==> config.mk <==
export PLATFORM = sky130hd
export DESIGN_NAME = mem_march_tester_flat
export DESIGN_NICKNAME = d
export VERILOG_FILES = /design/src/rtl/mem_march_tester_if.sv /design/src/rtl/mem_march_tester.sv /design/src/flat_wrapper.sv
export SDC_FILE = /design/constraint.sdc
export NUM_CORES = 1
export LEC_CHECK = 0
export CORE_ASPECT_RATIO = 0.7
export CORE_MARGIN = 2
export CORE_UTILIZATION = 38
export DETAILED_ROUTE_END_ITERATION = 10
export PLACE_DENSITY_LB_ADDON = 0.12
export SETUP_SLACK_MARGIN = 0.1
export SYNTH_ARGS = -nofsm -noshare
export SYNTH_HDL_FRONTEND = slang
export SYNTH_SLANG_ARGS = --single-unit
==> constraint.sdc <==
create_clock -name clk -period 2.55 [get_ports clk]
set_input_delay 0.255 -clock clk [delete_from_list [all_inputs] [get_ports clk]]
set_output_delay 0.255 -clock clk [all_outputs]
set_load 0.02 [all_outputs]
==> src/rtl/mem_march_tester_if.sv <==
// RAM port bundle for the march tester.
// The master (tester) drives the byte write enables, byte address and write data.
// The slave (RAM) returns the read data one cycle after it is given an address.
interface mem_march_tester_if;
  logic [3:0]  ram_wen;
  logic [31:0] ram_addr;
  logic [31:0] ram_wdata;
  logic [31:0] ram_rdata;

  modport master (
    output ram_wen,
    output ram_addr,
    output ram_wdata,
    input  ram_rdata
  );

  modport slave (
    input  ram_wen,
    input  ram_addr,
    input  ram_wdata,
    output ram_rdata
  );
endinterface

==> src/rtl/mem_march_tester.sv <==
// Four-phase march BIST sequencer for a synchronous 32-bit data RAM.
// The four phases are: write up, read up, write-inverse down, read-inverse down.
// Ports:
//   clk, reset       system clock and synchronous active-high reset
//   start, seed      start request (accepted in IDLE/DONE only) and pattern seed
//   busy, done, pass run status; pass is meaningful while done=1
//   err_cnt          saturating mismatch count
//   first_err_addr   byte address of the first mismatch
//   first_err_data   data read at the first mismatch
//   ram              RAM port (wen/addr/wdata out, rdata in, 1-cycle read latency)
module mem_march_tester #(
  parameter int unsigned ADDR_W = 8,
  parameter int unsigned ERR_W  = 16
) (
  input  logic                 clk,
  input  logic                 reset,
  input  logic                 start,
  input  logic [31:0]          seed,
  output logic                 busy,
  output logic                 done,
  output logic                 pass,
  output logic [ERR_W-1:0]     err_cnt,
  output logic [31:0]          first_err_addr,
  output logic [31:0]          first_err_data,
  mem_march_tester_if.master   ram
);

  localparam int unsigned DATA_W = 32;
  localparam logic [ADDR_W-1:0] A_LAST  = {ADDR_W{1'b1}};
  localparam logic [ERR_W-1:0]  ERR_MAX = {ERR_W{1'b1}};

  typedef enum logic [2:0] {
    IDLE, W_UP, R_UP, W_DN, R_DN, DRAIN, DONE
  } state_t;

  function automatic logic [DATA_W-1:0] byte_addr(input logic [ADDR_W-1:0] a);
    return DATA_W'({a, 2'b00});
  endfunction

  function automatic logic [DATA_W-1:0] pat(input logic [DATA_W-1:0] s,
                                            input logic [ADDR_W-1:0] a);
    return s ^ DATA_W'(a);
  endfunction

  state_t              state_q, state_d;
  logic [ADDR_W-1:0]   a_q, a_d;
  logic [DATA_W-1:0]   seed_q, seed_d;
  logic [DATA_W-1:0]   exp_q, exp_d;
  logic [DATA_W-1:0]   exp_addr_q, exp_addr_d;
  logic                cmp_v_q, cmp_v_d;
  logic                busy_d, done_d, pass_d;
  logic [ERR_W-1:0]    err_d;
  logic [DATA_W-1:0]   first_addr_d, first_data_d;
  logic [3:0]          wen_d;
  logic [DATA_W-1:0]   addr_d, wdata_d;
  logic                start_ok_c, mismatch_c;

  // Next-state, compare stage and next RAM command.
  // RAM outputs are registered from the next state, so state_q/a_q always
  // describe the operation currently presented on the RAM port.
  always_comb begin
    state_d      = state_q;
    a_d          = a_q;
    seed_d       = seed_q;
    exp_d        = exp_q;
    exp_addr_d   = exp_addr_q;
    cmp_v_d      = 1'b0;
    busy_d       = busy;
    done_d       = done;
    pass_d       = pass;
    err_d        = err_cnt;
    first_addr_d = first_err_addr;
    first_data_d = first_err_data;
    wen_d        = 4'h0;
    addr_d       = '0;
    wdata_d      = '0;
    start_ok_c   = start && ((state_q == IDLE) || (state_q == DONE));
    mismatch_c   = cmp_v_q && (ram.ram_rdata != exp_q);

    // Compare stage runs regardless of the current phase.
    if (mismatch_c) begin
      if (err_cnt != ERR_MAX) err_d = err_cnt + ERR_W'(1);
      if (err_cnt == '0) begin
        first_addr_d = exp_addr_q;
        first_data_d = ram.ram_rdata;
      end
    end

    case (state_q)
      IDLE, DONE: begin
        if (start_ok_c) begin
          seed_d       = seed;
          state_d      = W_UP;
          a_d          = '0;
          busy_d       = 1'b1;
          done_d       = 1'b0;
          pass_d       = 1'b0;
          err_d        = '0;
          first_addr_d = '0;
          first_data_d = '0;
        end
      end
      W_UP: begin
        if (a_q == A_LAST) begin
          state_d = R_UP;
          a_d     = '0;
        end else begin
          a_d = a_q + ADDR_W'(1);
        end
      end
      R_UP: begin
        cmp_v_d    = 1'b1;
        exp_d      = pat(seed_q, a_q);
        exp_addr_d = byte_addr(a_q);
        if (a_q == A_LAST) begin
          state_d = W_DN;
          a_d     = A_LAST;
        end else begin
          a_d = a_q + ADDR_W'(1);
        end
      end
      W_DN: begin
        if (a_q == '0) begin
          state_d = R_DN;
          a_d     = A_LAST;
        end else begin
          a_d = a_q - ADDR_W'(1);
        end
      end
      R_DN: begin
        cmp_v_d    = 1'b1;
        exp_d      = ~pat(seed_q, a_q);
        exp_addr_d = byte_addr(a_q);
        if (a_q == '0) state_d = DRAIN;
        else           a_d = a_q - ADDR_W'(1);
      end
      DRAIN: begin
        // err_d already includes the final R_DN compare.
        state_d = DONE;
        busy_d  = 1'b0;
        done_d  = 1'b1;
        pass_d  = (err_d == '0);
      end
      default: state_d = IDLE;
    endcase

    // RAM command for the cycle that follows.
    case (state_d)
      W_UP: begin
        wen_d   = 4'hF;
        addr_d  = byte_addr(a_d);
        wdata_d = pat(seed_d, a_d);
      end
      W_DN: begin
        wen_d   = 4'hF;
        addr_d  = byte_addr(a_d);
        wdata_d = ~pat(seed_d, a_d);
      end
      R_UP, R_DN: addr_d = byte_addr(a_d);
      default: ;
    endcase
  end

  // State and output registers; reset overrides everything including start.
  always_ff @(posedge clk) begin
    if (reset) begin
      state_q        <= IDLE;
      a_q            <= '0;
      seed_q         <= '0;
      exp_q          <= '0;
      exp_addr_q     <= '0;
      cmp_v_q        <= 1'b0;
      busy           <= 1'b0;
      done           <= 1'b0;
      pass           <= 1'b0;
      err_cnt        <= '0;
      first_err_addr <= '0;
      first_err_data <= '0;
      ram.ram_wen    <= 4'h0;
      ram.ram_addr   <= '0;
      ram.ram_wdata  <= '0;
    end else begin
      state_q        <= state_d;
      a_q            <= a_d;
      seed_q         <= seed_d;
      exp_q          <= exp_d;
      exp_addr_q     <= exp_addr_d;
      cmp_v_q        <= cmp_v_d;
      busy           <= busy_d;
      done           <= done_d;
      pass           <= pass_d;
      err_cnt        <= err_d;
      first_err_addr <= first_addr_d;
      first_err_data <= first_data_d;
      ram.ram_wen    <= wen_d;
      ram.ram_addr   <= addr_d;
      ram.ram_wdata  <= wdata_d;
    end
  end

endmodule

==> src/flat_wrapper.sv <==
// flat-port wrapper written by rule: the top's interface ports become plain ports
module mem_march_tester_flat 
#(
  parameter int unsigned ADDR_W = 8,
  parameter int unsigned ERR_W  = 16
)
  (clk, reset, start, seed, busy, done, pass, err_cnt, first_err_addr, first_err_data, ram_ram_wen, ram_ram_addr, ram_ram_wdata, ram_ram_rdata);
  mem_march_tester_if ram_i ();
  input  logic clk;
  input  logic reset;
  input  logic start;
  input  logic [31:0] seed;
  output logic busy;
  output logic done;
  output logic pass;
  output logic [ERR_W-1:0] err_cnt;
  output logic [31:0] first_err_addr;
  output logic [31:0] first_err_data;
  output wire logic [$bits(ram_i.ram_wen)-1:0] ram_ram_wen;
  output wire logic [$bits(ram_i.ram_addr)-1:0] ram_ram_addr;
  output wire logic [$bits(ram_i.ram_wdata)-1:0] ram_ram_wdata;
  input wire logic [$bits(ram_i.ram_rdata)-1:0] ram_ram_rdata;
  assign ram_ram_wen = ram_i.ram_wen;
  assign ram_ram_addr = ram_i.ram_addr;
  assign ram_ram_wdata = ram_i.ram_wdata;
  assign ram_i.ram_rdata = ram_ram_rdata;
  mem_march_tester #(.ADDR_W(ADDR_W), .ERR_W(ERR_W)) u_core (.clk(clk), .reset(reset), .start(start), .seed(seed), .busy(busy), .done(done), .pass(pass), .err_cnt(err_cnt), .first_err_addr(first_err_addr), .first_err_data(first_err_data), .ram(ram_i));
endmodule
# --- Word level (Yosys, flattened, before mapping) ---
# Cells that the tools add are included.
classes:
  magnitude_cmp: 0
  n_addsub: 3
  bitwise: 5
  reduce_logical: 15
  shifts: 0
  n_mul: 0
  n_div: 0
  n_eq_ne: 14
  n_mux: 35
ops:
  columns: ["operator", "n"]
  rows:
  - ["$mux 32", 10]
  - ["$pmux 32 s2", 2]
  - ["$mux 16", 4]
  - ["$not 32->32", 2]
  - ["$xor 32x8->32", 2]
  - ["$mux 8", 5]
  - ["$pmux 8 s5", 1]
  - ["$logic_not 16->1", 2]
  - ["$ne 32x32->1", 1]
  - ["$pmux 3 s6", 1]
  - ["$add 16x1->16 const B", 1]
  - ["$ne 16x16->1 const B", 1]
  - ["$mux 3", 5]
  - ["$eq 3x2->1 const B", 4]
  - ["$eq 3x3->1 const B", 4]
  - ["$add 8x1->8 const B", 1]
  - ["$eq 8x8->1 const B", 1]
  - ["$logic_not 8->1", 1]
  - ["$reduce_or 2->1", 4]
  - ["$sub 8x1->8 const B", 1]
  - ["$eq 3x1->1 const B", 2]
  - ["$pmux 1 s2", 3]
  - ["$mux 4", 1]
  - ["$reduce_bool 2->1", 2]
  - ["other kinds (8)", 11]
totals:
  elab_cells: 88
  ram_bits: 0
  input_bits: 67
  output_inout_bits: 151
  regBits: 235
  romBits: 0
  mem_count: 0
  latchBits: 0

# --- Logic depth before layout (Yosys ltp) ---
depth:
  word_depth: 9
  depth_mapped: 14
  depth_no_buf: 11

# --- Worst setup path before layout ---
# OpenSTA, ideal clock, no wires.
synth_path:
  kind: "reg-to-reg"
  start: "register u_core.a_q[0]"
  end: "register u_core.ram.ram_wdata[22]"
  synth_period_minus_slack_ns: 2.619
  path_slack_ns: -0.069
  stages_incl_launch_ff: 14
  path_buffers: 3
  t_arrival_ns: 2.491
  setup_ns: 0.129
  required_time_ns: 2.421
  path_cell_list: "dfxtp_1 -> clkbuf_1 -> inv_1 -> ha_1 -> or3b_1 -> nor2b_2 -> inv_2 -> a21oi_1 -> a211oi_1 -> o21bai_1 -> nand2b_1 -> clkbuf_1 -> clkbuf_1 -> nor2_1"
synth_between:
  elab_chain_cells: 5
  word_cells_on_any_way: 10
  classes_between: "eq/ne: 3; mux: 6; reduce/logical: 1"
synth_rtl:
  columns: ["item", "line_no", "rtl"]
  rows:
  - ["from (decl)", "mem_march_tester.sv:46", "logic [ADDR_W-1:0] a_q, a_d;"]
  - ["from (signal assigned)", "mem_march_tester.sv:168", "a_q <= '0;"]
  - ["from (signal assigned)", "mem_march_tester.sv:184", "a_q <= a_d;"]
  - ["$eq 8x8->1 / $logic_not 8->1 (equally long branches)", null, null]
  - ["$mux 3 (on tied branches)", null, null]
  - ["$pmux 3 s6 *", "mem_march_tester.sv:89", "case (state_q)"]
  - ["$eq 3x2->1 / $eq 3x1->1 (equally long branches)", "mem_march_tester.sv:148", "case (state_d)"]
  - ["$pmux 32 s2 *", "mem_march_tester.sv:148", null]
  - ["to (signal assigned)", "mem_march_tester.sv:197", "ram.ram_wdata <= wdata_d;"]
  - ["to (decl)", "mem_march_tester_if.sv:13", "output ram_wdata,"]
# Mark *: on every way between the ends. The rest lies on a longest branch, timed or not.
# A chain may end at the register's enable or synchronous reset.

# --- Worst setup path in the final report ---
layout_path:
  start: "register u_core.a_q[1]"
  end: "register u_core.ram.ram_wdata[7]"
layout_between:
  elab_chain_cells: 6
  word_cells_on_any_way: 19
  classes_between: "add/sub: 2; eq/ne: 3; mux: 11; bitwise: 2; reduce/logical: 1"
layout_rtl:
  columns: ["item", "line_no", "rtl"]
  rows:
  - ["$sub 8x1->8, or another cell as far along", "mem_march_tester.sv:127, mem_march_tester.sv:135", null]
  - ["$mux 8 (on tied branches)", null, null]
  - ["$pmux 8 s5", "mem_march_tester.sv:89", null]
  - ["$xor 32x8->32", "mem_march_tester.sv:42", "return s ^ DATA_W'(a);"]
  - ["$not 32->32", "mem_march_tester.sv:157", "wdata_d = ~pat(seed_d, a_d);"]
  - ["$pmux 32 s2 *", "mem_march_tester.sv:148", null]
# Marks and branches as above.

==> flow_summary.ini <==
[power_and_ir_drop]
total_power_mw = 7.83
leakage_nw = 4.82
worst_ir_drop_vdd_v = 0.000452
p_per_area_nw_per_um2 = 609

[worst_setup_path]
worstSetupPathType = reg -> reg
rr_worst_depth = 8
cp-start-kind = flip-flop
critical_path.max_stage_delay_ns = 0.53
ff2ff_setup_slack_ns = 0.11
reg2reg_to = u_core.ram.ram_wdata[7]
r2r_start = u_core.a_q[1]
crit_path_start = u_core.a_q[1]
crit_path_end_kind = flip-flop
worstPathMaxFanout = 4
crit_end = u_core.ram.ram_wdata[7]
slowest_stage = or4_4
crit_chain = buf_4 > or4_4 > or3_1 > a2111o_1 > nand2_1 > a221oi_2 > xnor2_1 > mux2i_1
worstPathArrival_ns = 2.90
crit_required_ns = 3.01

[synth]
yosysUniqueCellTypes = 64
synth-seq-cells = 208
ys_top_cells_by_count = dfxtp_1, nor2_1, xnor2_1
syn_inst = 1015
synth_top_cell_area_share_pct = 45.7
syn_area_per_cell_um2 = 8.98
yosysTopAreaCell = dfxtp_1
synth-edff-count = 0
syn_area_um2 = 9110
netlist_top_cells_area = dfxtp_1, mux2i_1, xnor2_1
postSynth.asyncResetShare_pct = 0
ys.flop_type = dfxtp_1
synth_seq_area_share_pct = 45.7
yosysMostFrequentCell = dfxtp_1
yosys_warnings = 0

[timing]
clock_skew_ns = 0.00967
fin_setup_tns_ns = 0
fmax_mhz = 410
hold_slack_ns = 0.253
finalHoldViolations = 0
setup_viol = 0
worst_slack_ns = 0.109
rsz0062_at_grt = true
period_share_pct = 95.7
relSlewSlack_pct = 57.7
worst_pin_slew_ns = 0.632
period_needed_ns = 2.44
slew_violations = 0

[routing]
drtIter0Drc = 514
vias = 7676
drcViolationCount = 0
antenna_left = 0
wirelength_um = 26700
avgViaCountPerCell = 4.85
wire_per_inst_um = 16.8
dr.pass1.iters = 5

[global_route]
grt_first_pass_wirelength_um = 42000
antenna_found_initial = 0
gr-usage-all-layers_pct = 20.9
grt_max_degree = 57
overflow = 0
grt_pass1_vias = 7271

[job]
drv_cap = 0

[placement]
dpl-instance-area_um2 = 11800
dp_slack_ns = -0.457
dp_hpwl_um = 19500
gp_congestion = 0.880
dp.cells = 1539
numPortBuffers = 193

[final_layout]
fin_area_um2 = 12900
num_antenna_cells = 0
area_delta_synth_final_pct = 41.1
finish.cell_count_without_fillers = 1584
utilization_pct = 54.5
drive_gt1_share_pct = 15.3
layout.nets = 1321

[die]
fp-row-count = 47
ios = 218
die_area_um2 = 25300
start_util_pct = 38.6
fp.dieH_um = 134
coreArea_um2 = 23600
die_w_um = 189

[clock_network]
clock_latency_ns = 0.53
numCtsBuffers = 23
clockBufferDepth = 3
clk_pin_slew_ns = 0.06
numClockSinks = 208
clock-root-buffer = clkbuf_16
cts_hold_buf = 0
cts_tree = built
htree_levels = 1

[run_status]
outcome = complete, no violations

[min_path]
hold_class = in -> reg
## kinds of logic (layout without fill, tap and decap cells)
| kind of cell | count (synthesis) | after routing | share of synthesized area, % |
|---|---|---|---|
| buffers and inverters | 114 | 342 | 6.25 |
| and+or+nand+nor | 349 | 349 | 17.7 |
| other | 1 | 24 | 0.0411 |
| adders and majority gates | 5 | 5 | 0.686 |
| muxes | 86 | 86 | 9.46 |
| AOI/OAI and AO/OA | 159 | 159 | 11.2 |
| DFF | 208 | 208 | 45.7 |
| xor gates and xnor gates | 93 | 93 | 8.94 |
## final cells by class
class / count / area [um2]
clock buffers: 27 / 621
clock inverters: 15 / 250
fillers: 2211 / 10700
inverters: 15 / 63.8
multi-input cells: 716 / 4640
flip-flops and latches: 208 / 4180
well taps: 318 / 398
repair buffers: 285 / 2700
## power breakdown
part	leakage, nW	internal [mW]	total, mW	switching (mW)
sequential	1.69	3.31	3.36	0.0497
clock	0.429	2.37	3.79	1.42
combinational	2.70	0.328	0.682	0.354
## sequential cells by signal, summed over array words and instances, names as in the netlist
name                   count
u_core.exp_q              32
u_core.first_err_addr     32
u_core.first_err_data     32
u_core.ram.ram_wdata      32
u_core.seed_q             32
u_core.err_cnt            16
u_core.a_q                 8
u_core.exp_addr_q          8
u_core.ram.ram_addr        8
u_core.state_q             3
u_core.busy                1
u_core.cmp_v_q             1
u_core.done                1
u_core.pass                1
u_core.ram.ram_wen         1
## metal layers
layer / global-route usage (%) / part of all wire, % / routed length [um]
met1: 31.9 / 51 / 13700
met2: 30.5 / 42 / 11200
met3: 4.06 / 5.4 / 1430
met4: 3.56 / 1.3 / 353
met5: 0 / 0 / 0
## worst max-delay path, delay by kind of cell (launching register included)
family,cells,cell delay (ns)
buf+inv,1,0.16
simple gates,3,1.00
xor+xnor,1,0.20
flops,1,0.33
mux,1,0.20
compound gates,2,0.47
## worst min-delay path by stage
stage | start | end | slack, ns | cells past startpoint
6_report | reset | u_core.pass | 0.25 | 5
5_1_grt | reset | u_core.pass | 0.31 | 5
4_1_cts | reset | u_core.pass | 0.24 | 5
3_5_place_dp | u_core.first_err_addr[16] | u_core.first_err_addr[16] | 0.44 | 1
3_3_place_gp | u_core.first_err_addr[31] | u_core.first_err_addr[31] | 0.44 | 1
2_1_floorplan | ram_ram_rdata[0] | u_core.first_err_data[0] | 0.40 | 2
## repair_timing
action | 4_1_cts | 5_1_grt
gates cloned | 0 | 0
setup endpoints to repair | 10 | 35
setup buffers | 3 | 0
gates resized for setup | 13 | 21
pin swaps | 3 | 8
## cells in the final DEF, fill, tap and decap left out, types with 10 or more instances in the layout
cell type and instances:
xnor2_1 82, a21oi_1 70, inv_1 10, buf_4 84, nand2_1 49, and2_1 30, nor3_1 12, o21ai_0 16
dfxtp_1 198, nand4_1 15, mux2i_1 85, o211ai_1 25, clkdlybuf4s50_1 192, nand3_1 14, clkbuf_16 23, conb_1 24
nor2_1 177
No activity file was read; power rests on OpenSTA's default activity.
